--- src/rtl/bsg_histo_counter_array.sv ---
// bsg_histo_counter_array
//   Multi-channel histogram counter array. Each channel sorts an unsigned
//   sample stream into els_p ranged bins plus an underflow bin (index els_p)
//   and an overflow bin (index els_p+1). Every counter saturates.
//   A registered random-access read port and a swept clear FSM let monitors
//   dump and reset the histograms without hierarchical access.
//
//   Optional feature (macro BSG_HISTO_TOTAL_EN): adds a per-channel saturating
//   total-sample counter. It is read at bin els_p+2 and is zeroed as the last
//   sweep step. Without the macro, bin els_p+2 reads 0.
//
// Ports
//   clk_i, reset_i   : clock, synchronous active-high reset
//   v_i, val_i       : per-channel sample valid / sample (channel k at k*val_width_p)
//   clear_i          : pulse, starts (or restarts) a clear sweep
//   clear_busy_o     : sweep in progress
//   rd_v_i, rd_ch_i, rd_bin_i : read request
//   rd_v_o, rd_data_o : read response, one cycle after the request
//   drop_count_o     : saturating count of samples dropped during clears

// Per-channel lane: bin computation (stage 1) and counter storage (stage 2).
module bsg_histo_counter_array_lane
  #(parameter int val_width_p = 16
  , parameter int els_p       = 16
  , parameter int start_p     = 0
  , parameter int bin_shift_p = 0
  , parameter int ctr_width_p = 32
  , parameter int nb_p        = 18
  , parameter int bin_w_p     = 5
  , parameter bit total_p     = 1'b0)
  (input  logic                   clk_i
  ,input  logic                   reset_i
  ,input  logic                   v_i        // already qualified against clears
  ,input  logic [val_width_p-1:0] val_i
  ,input  logic                   clr_v_i
  ,input  logic [bin_w_p-1:0]     clr_idx_i
  ,input  logic [bin_w_p-1:0]     rd_bin_i
  ,output logic [ctr_width_p-1:0] rd_data_o);

  localparam int DW = val_width_p + 1;

  logic [DW-1:0]      d, d_sh;
  logic [bin_w_p-1:0] bin_n, bin_r;
  logic               v_r;

  // One extra bit so val_i - start_p never wraps silently.
  always_comb begin
    d    = {1'b0, val_i} - DW'(start_p);
    d_sh = d >> bin_shift_p;
    if ({1'b0, val_i} < DW'(start_p))  bin_n = bin_w_p'(els_p);
    else if (d_sh >= DW'(els_p))       bin_n = bin_w_p'(els_p + 1);
    else                               bin_n = bin_w_p'(d_sh);
  end

  always_ff @(posedge clk_i) begin
    if (reset_i) begin
      v_r   <= 1'b0;
      bin_r <= '0;
    end else begin
      v_r   <= v_i;
      bin_r <= bin_n;
    end
  end

  logic [nb_p-1:0][ctr_width_p-1:0] cnt;

  // Sweep zeroing and stage-2 increments never target the same cycle
  // (samples are dropped while a clear is pending or active), so the
  // priority order below only matters for reset.
  always_ff @(posedge clk_i) begin
    for (int b = 0; b < nb_p; b++) begin
      if (reset_i)
        cnt[b] <= '0;
      else if (clr_v_i && clr_idx_i == bin_w_p'(b))
        cnt[b] <= '0;
      else if (v_r && (bin_r == bin_w_p'(b) || (total_p && b == nb_p-1)) && !(&cnt[b]))
        cnt[b] <= cnt[b] + ctr_width_p'(1);
    end
  end

  // Indices past the last built counter read 0.
  always_comb begin
    rd_data_o = '0;
    for (int b = 0; b < nb_p; b++)
      if (rd_bin_i == bin_w_p'(b)) rd_data_o = cnt[b];
  end

endmodule

module bsg_histo_counter_array
  #(parameter int channels_p  = 2
  , parameter int val_width_p = 16
  , parameter int els_p       = 16
  , parameter int start_p     = 0
  , parameter int bin_shift_p = 0
  , parameter int ctr_width_p = 32)
  (input  logic                                          clk_i
  ,input  logic                                          reset_i
  ,input  logic [channels_p-1:0]                         v_i
  ,input  logic [channels_p*val_width_p-1:0]             val_i
  ,input  logic                                          clear_i
  ,output logic                                          clear_busy_o
  ,input  logic                                          rd_v_i
  ,input  logic [((channels_p > 1) ? $clog2(channels_p) : 1)-1:0] rd_ch_i
  ,input  logic [$clog2(els_p+3)-1:0]                    rd_bin_i
  ,output logic                                          rd_v_o
  ,output logic [ctr_width_p-1:0]                        rd_data_o
  ,output logic [ctr_width_p-1:0]                        drop_count_o);

`ifdef BSG_HISTO_TOTAL_EN
  localparam bit TOTAL = 1'b1;
`else
  localparam bit TOTAL = 1'b0;
`endif
  localparam int NB = els_p + 2 + (TOTAL ? 1 : 0);
  localparam int BW = $clog2(els_p + 3);
  localparam int CW = (channels_p > 1) ? $clog2(channels_p) : 1;
  localparam int SW = ctr_width_p + 1;

  typedef enum logic {IDLE_S, SWEEP_S} state_e;

  state_e          state;
  logic [BW-1:0]   sweep_idx;
  logic            drop_win;
  logic [channels_p-1:0] v_acc;

  assign drop_win = clear_i | clear_busy_o;
  assign v_acc    = v_i & {channels_p{~drop_win}};

  // Clear FSM; clear_busy_o is registered alongside the state.
  always_ff @(posedge clk_i) begin
    if (reset_i) begin
      state        <= IDLE_S;
      sweep_idx    <= '0;
      clear_busy_o <= 1'b0;
    end else begin
      case (state)
        IDLE_S: if (clear_i) begin
          state        <= SWEEP_S;
          sweep_idx    <= '0;
          clear_busy_o <= 1'b1;
        end
        SWEEP_S: begin
          if (clear_i) begin
            sweep_idx <= '0;
          end else if (sweep_idx == BW'(NB-1)) begin
            state        <= IDLE_S;
            sweep_idx    <= '0;
            clear_busy_o <= 1'b0;
          end else begin
            sweep_idx <= sweep_idx + BW'(1);
          end
        end
        default: begin
          state        <= IDLE_S;
          clear_busy_o <= 1'b0;
        end
      endcase
    end
  end

  logic [channels_p-1:0][ctr_width_p-1:0] lane_data;

  for (genvar k = 0; k < channels_p; k++) begin : lane
    bsg_histo_counter_array_lane
      #(.val_width_p(val_width_p), .els_p(els_p), .start_p(start_p)
       ,.bin_shift_p(bin_shift_p), .ctr_width_p(ctr_width_p)
       ,.nb_p(NB), .bin_w_p(BW), .total_p(TOTAL))
      u_lane
      (.clk_i     (clk_i)
      ,.reset_i   (reset_i)
      ,.v_i       (v_acc[k])
      ,.val_i     (val_i[k*val_width_p +: val_width_p])
      ,.clr_v_i   (clear_busy_o)
      ,.clr_idx_i (sweep_idx)
      ,.rd_bin_i  (rd_bin_i)
      ,.rd_data_o (lane_data[k]));
  end

  logic [ctr_width_p-1:0] rd_mux;

  always_comb begin
    rd_mux = '0;
    for (int c = 0; c < channels_p; c++)
      if (rd_ch_i == CW'(c)) rd_mux = lane_data[c];
  end

  always_ff @(posedge clk_i) begin
    if (reset_i) begin
      rd_v_o    <= 1'b0;
      rd_data_o <= '0;
    end else begin
      rd_v_o <= rd_v_i;
      if (rd_v_i) rd_data_o <= clear_busy_o ? '0 : rd_mux;
    end
  end

  // Drop counter: popcount of valid samples seen while a clear is pending or active.
  logic [SW-1:0] drop_sum;
  assign drop_sum = {1'b0, drop_count_o} + SW'($countones(v_i));

  always_ff @(posedge clk_i) begin
    if (reset_i)
      drop_count_o <= '0;
    else if (drop_win && |v_i)
      drop_count_o <= drop_sum[ctr_width_p] ? '1 : drop_sum[ctr_width_p-1:0];
  end

endmodule

--- config.mk ---
export PLATFORM = sky130hd
export DESIGN_NAME = bsg_histo_counter_array
export DESIGN_NICKNAME = d
export VERILOG_FILES = /design/src/rtl/bsg_histo_counter_array.sv
export SDC_FILE = /design/constraint.sdc
export NUM_CORES = 2
export LEC_CHECK = 0
export CAP_MARGIN = 20
export CELL_PAD_IN_SITES_DETAIL_PLACEMENT = 2
export CELL_PAD_IN_SITES_GLOBAL_PLACEMENT = 2
export CORE_ASPECT_RATIO = 0.8
export CORE_MARGIN = 2
export CORE_UTILIZATION = 44
export CTS_BUF_LIST = sky130_fd_sc_hd__clkbuf_4
export DETAILED_ROUTE_END_ITERATION = 8
export DONT_BUFFER_PORTS = 1
export PLACE_DENSITY = 0.86
export SKIP_LAST_GASP = 1
export SLEW_MARGIN = 20
export SYNTH_ARGS = -nofsm -noshare
export SYNTH_HDL_FRONTEND = slang
export SYNTH_SLANG_ARGS = --single-unit
--- constraint.sdc ---
create_clock -name clk_i -period 5.82 [get_ports clk_i]
set_input_delay 0.582 -clock clk_i [delete_from_list [all_inputs] [get_ports clk_i]]
set_output_delay 0.582 -clock clk_i [all_outputs]
set_load 0.005 [all_outputs]
## Word level (Yosys, flattened, before mapping)

Index checks and enable logic that the tools add are counted.

| storage, ports and cells | value |
|---|---|
| input port bits | 44 |
| register bits | 1,236 |
| output and inout bits | 66 |
| logic and storage cells | 406 |

| operators by class | value |
|---|---|
| $lt $le $gt $ge | 2 |
| reduce and logical (&&, ||, !) cells | 189 |
| mux-type cells | 53 |
| bitwise gates (word level) | 4 |
| add/subtract/negate cells | 39 |
| equality and inequality tests | 71 |

Operator list:

| operator | number |
|---|---|
| two-way mux 32 bit | 39 |
| adder 32 x 1 -> 32 bit, second input constant | 36 |
| AND reduction 32 bit | 36 |
| equality test 5 x 4 -> 1 bit, second input constant | 32 |
| logical AND 1 bit | 91 |
| equality test 5 x 3 -> 1 bit, second input constant | 16 |
| OR reduction 2 bit | 21 |
| equality test 5 x 2 -> 1 bit, second input constant | 8 |
| equality test 5 bit, second input constant | 8 |
| logical NOT 1 bit | 36 |
| adder 32 x 2 -> 33 bit | 1 |
| >= comparator 16 x 5 -> 1 bit, second input constant | 2 |
| two-way mux 5 bit | 5 |
| equality test 5 x 1 -> 1 bit, second input constant | 4 |
| logical NOT 5 bit | 4 |
| one-hot mux 5 bit (2 select lines) | 1 |
| two-way mux 1 bit | 6 |
| adder 5 x 1 -> 5 bit, second input constant | 1 |
| inequality test 2 bit, second input constant | 2 |
| one-hot mux 1 bit (2 select lines) | 2 |
| AND reduction 3 bit | 1 |
| adder 1 x 1 -> 2 bit | 1 |
| AND 2 bit | 1 |
| inequality test 2 x 1 -> 1 bit, second input constant | 1 |
| other kinds (2) | 3 |

## Logic depth before layout (Yosys ltp)

| logic depth | value |
|---|---|
| word-level depth | 21 |
| gate-level depth with buffers | 12 |
| gate-level depth less buffers | 10 |

## By module

From an unflattened synthesis, not the netlist that was laid out.

| second synthesis, totals | value |
|---|---|
| cells, all modules | 8,484 |
| area total of the unflattened synthesis | 67,658.6 um2 |

Modules (own cells, without submodules):

| module | seq. area each (um2) | instances | cells an instance | area each (um2) |
|---|---|---|---|---|
| bsg_histo_counter_array_lane (lane[0].u_lane) | 11,651.2 | 1 | 4,038 | 32,128.3 |
| bsg_histo_counter_array_lane (lane[1].u_lane) | 11,651.2 | 1 | 4,049 | 32,034.5 |
| bsg_histo_counter_array | 1,441.4 | 1 | 397 | 3,495.9 |

## Worst setup path after synthesis

OpenSTA, ideal clock, no wires.

| path | value |
|---|---|
| path kind | input to register |
| start point | input port v_i[0] |
| end point | register drop_count_o[25] |
| arrival time | 2.599 ns |
| setup time | 0.071 ns |
| required time | 5.749 ns |
| slack | 3.151 ns |
| stages | 9 |
| buffers on the path | 1 |
| cell sequence | inv_1 fa_1 inv_1 ha_1 nand3_1 or2_2 or4_1 clkbuf_1 a21oi_1 |

| on the way | value |
|---|---|
| word-level cells in the longest chain between the ends | 3 |

RTL lines:

| what | line | text |
|---|---|---|
| start, declared | 99 | `,input logic [channels_p-1:0] v_i` |
| adder 1 x 1 -> 2 bit (not written as such) | 200 | `assign drop_sum = {1'b0, drop_count_o} + SW'($countones(v_i));` |
| adder 32 x 2 -> 33 bit | 200 |  |
| two-way mux 32 bit | 206 | `drop_count_o <= drop_sum[ctr_width_p] ? '1 : drop_sum[ctr_width_p-1:0];` |
| end signal, assigned | 206 |  |
| end, declared | 108 | `,output logic [ctr_width_p-1:0] drop_count_o);` |

Several ways; a longest one is shown, not always the timed one.
A chain may end at the register's enable or synchronous reset.

## Final worst setup path

| path | value |
|---|---|
| start point | register lane[1].u_lane.v_r |
| end point | register lane[1].u_lane.cnt[125] in the netlist's numbering |

| on the way | value |
|---|---|
| word-level cells in the longest chain between the ends | 2 |

RTL lines:

| what | line | text |
|---|---|---|
| start, declared | 44 | `logic v_r;` |
| start signal, assigned | 60 | `v_r <= v_i;` |
| logical AND 1 bit (2 in series) | 76 | `else if (v_r && (bin_r == bin_w_p'(b) \|\| (total_p && b == nb_p-1)) && !(&cnt[b]))` |
| end signal, assigned by index | 77 | `cnt[b] <= cnt[b] + ctr_width_p'(1);` |
| end, declared | 65 | `logic [nb_p-1:0][ctr_width_p-1:0] cnt;` |

Every way passes these cells.

==> impl_metrics.json <==
{
  "pwr-share-seq_pct": 47.0,
  "overflow": 0,
  "ys_async_sr_fraction_pct": 0,
  "drt-total-wl_um": 401700,
  "swShare_pct": 29.26,
  "internal_power_w": 0.01282,
  "final_cell_mix": "nor2_1 (1,286), dfxtp_1 (1,236), nand2_1 (606)",
  "drc_errors": 12,
  "fin_crit_ns": 4.072,
  "die_x_um": 432.8,
  "first_global_vias": 76510,
  "synth_area_um2": 64730,
  "worst_pin_slew_ns": 1.414,
  "path_class": "reg2reg",
  "crit_path_start_kind": "register",
  "nNetsFinal": 8253,
  "synth_cells": 8046,
  "ys_seq_area_share_pct": 38.23,
  "area_growth_pct": 10.53,
  "io_buffer_count": 0,
  "skew_ns": 0.1248,
  "final_hold_viol_count": 0,
  "clk_pin_slew_worst_paths_ns": 0.08,
  "grt_max_degree": 70,
  "coreArea_um2": 145600,
  "status": "complete, but fails checks",
  "grt_pass1_wl_um": 571200,
  "p_comb_share_pct": 4.3,
  "synth_edf_count": 0,
  "grt_usage_pct": 51.81,
  "synth_compound_area_share_pct": 13.06,
  "ys_ff_latch": 1236,
  "synthesis.nets": 8133,
  "fin_util_pct": 49.14,
  "grt_antenna_before_repair": 60,
  "die_y_um": 347.1,
  "cp-end-kind": "register",
  "fmax_mhz": 245.6,
  "dp_hpwl_um": 266600,
  "syn_area_per_cell_um2": 8.045,
  "crit_required_ns": 7.03,
  "drt-wirelength-per-cell_um": 38.59,
  "globalplace.congestion": 1.038,
  "clkPwrFrac_pct": 48.7,
  "p_leak_nw": 23.61,
  "drtAntennaViolNets": 0,
  "start_util_pct": 44.46,
  "rsz0062_at_grt": "no",
  "first_pass_iters": 9,
  "violations": "DRC",
  "muxShareOfSynthArea_pct": 0.6611,
  "drtIter0Drc": 11590,
  "finalMaxSlewViolations": 0,
  "p_sw_w": 0.005303,
  "clk_latency_ns": 1.48,
  "ys.flop_type": "dfxtp_1",
  "p_per_area_nw_per_um2": 253.3,
  "synth_top_family_by_area": "simple AND/OR/NAND/NOR gates",
  "cts.sinks": 1236,
  "vias": 74630,
  "cts_made_buffers": 356,
  "viasPerCell": 7.170,
  "yosysWarnings": 0,
  "clockBufferDepth": 4,
  "yosys.area_share.simple_pct": 30.63,
  "peakVddDrop_v": 0.0002076,
  "yosysUniqueCellTypes": 104,
  "max_cap_violations": 0,
  "io_pins": 110,
  "synth_xor_area_share_pct": 13.26,
  "synth_fa_ha_area_share_pct": 0.8428,
  "tns_ns": 0,
  "setup_viol": 0,
  "cts_resized": 0,
  "relSlewSlack_pct": 5.727,
  "rows": 125,
  "drive_gt1_share_pct": 9.463,
  "path_max_fanout": 9,
  "cp.arrival_ns": 5.28,
  "hp-class": "in2reg",
  "root_buffer": "clkbuf_4",
  "cts_tree": "built",
  "final_common_cell": "nor2_1",
  "dieArea_um2": 150200,
  "min_period_over_period_pct": 69.96,
  "h-tree-depth": 5
}
through the flow:
| stage | setup slack (ns) | instances | cell area [um^2] | power, W | hold slack, ns |
|---|---|---|---|---|---|
| floorplan | 3.151 | 8046 | 64730 | 0.009040 | 0.4442 |
| global placement | 1.733 | 9720 | 66490 | 0.009326 | 0.4831 |
| detailed placement | 1.824 | 9721 | 66520 | 0.009340 | 0.5026 |
| CTS | 2.004 | 10360 | 71290 | 0.01785 | 0.002008 |
| global route | 1.757 | 10380 | 71470 | 0.01844 | 0.07504 |
| finish | 1.748 | 10410 | 71550 | 0.01812 | 0.07473 |
timing repair:
item / in CTS / in global routing
endpoints found under the setup margin: 0 / 0
setup buffers: 0 / 0
hold buffers: 47 / 0
hold endpoints to repair: 120 / 0
path summary, 6_finish.rpt:
check,from,to,slack (ns),cells past startpoint
min reg2reg,lane[1].u_lane.cnt[371],lane[1].u_lane.cnt[371],0.53,2
min,rd_bin_i[2],rd_data_o[1],0.07,6
max,lane[1].u_lane.v_r,lane[1].u_lane.cnt[125],1.75,7
max reg2reg,lane[1].u_lane.v_r,lane[1].u_lane.cnt[125],1.75,7
registers in the layout (all words and copies together), names as in the netlist:
register / flops
rd_v_o: 1
lane.u_lane.bin_r: 10
sweep_idx: 5
clear_busy_o: 1
rd_data_o: 32
state: 1
lane.u_lane.cnt: 1152
lane.u_lane.v_r: 2
drop_count_o: 32
metal layers:
layer / vias up / GRT usage, % / part of all wire, %
met1: 37450 / 62.92 / 37
met3: 1880 / 18.79 / 13
li1: 29380 / - / -
met2: 5877 / 74.77 / 41
met5: - / 0.8036 / 0.13
met4: 48 / 38.23 / 8.9
final cells by class:
| cell class | count | area [um^2] |
|---|---|---|
| flip-flops and latches | 1236 | 24740 |
| fillers | 16050 | 74060 |
| repair buffers | 147 | 1275 |
| well taps | 1968 | 2462 |
| diodes | 40 | 100.1 |
| clock inverters | 64 | 294.0 |
| clock buffers | 529 | 3971 |
| inverters | 149 | 559.3 |
| multi-input cells | 6276 | 38140 |
worst max-delay path, cell delays in order (launching register included):
cell,delay [ns]
dfxtp_1,0.55
nor4b_2,0.96
nand3_1,0.57
a311oi_1,0.75
and4_1,0.48
nor3b_1,0.29
xnor2_1,0.16
nor2_1,0.10
kinds of logic (layout without fill, tap and decap cells):
| family | count (synthesis) | after routing |
|---|---|---|
| xor gates and xnor gates | 980 | 980 |
| muxes | 42 | 42 |
| buffers and inverters | 534 | 889 |
| other | 0 | 40 |
| adders and majority gates | 43 | 43 |
| DFF | 1236 | 1236 |
| and+or+nand+nor | 3959 | 3959 |
| AOI/OAI and AO/OA | 1252 | 1252 |
power groups by stage:
| stage | Clock (W) | Combinational, W | Sequential, W |
|---|---|---|---|
| global route | 0.00917 | 0.000763 | 0.00851 |
| CTS | 0.00864 | 0.000703 | 0.00851 |
| finish | 0.00883 | 0.000779 | 0.00852 |
| global placement | 0 | 0.000624 | 0.00870 |
| detailed placement | 0 | 0.000637 | 0.00870 |
| floorplan | 0 | 0.000365 | 0.00868 |
cell usage after synthesis, drive strengths merged (70+ instances only):
| cell type | count | area, um^2 |
|---|---|---|
| a221oi | 70 | 613.1 |
| nor2 | 1308 | 4955 |
| xor2 | 558 | 4887 |
| and3 | 182 | 1139 |
| a22oi | 188 | 1411 |
| clkbuf | 268 | 1007 |
| a21oi | 312 | 1565 |
| buf | 117 | 581.8 |
| nand2 | 624 | 2345 |
| and4 | 156 | 1368 |
| or3 | 173 | 1082 |
| inv | 148 | 555.5 |
| nand4 | 420 | 2640 |
| nand3 | 506 | 2537 |
| nor4 | 108 | 737.0 |
| xnor2 | 422 | 3696 |
| and2 | 72 | 450.4 |
| dfxtp | 1236 | 24740 |
| nor3 | 236 | 1201 |
| o21ai | 255 | 1276 |
Power figures use the tool's default switching activity.
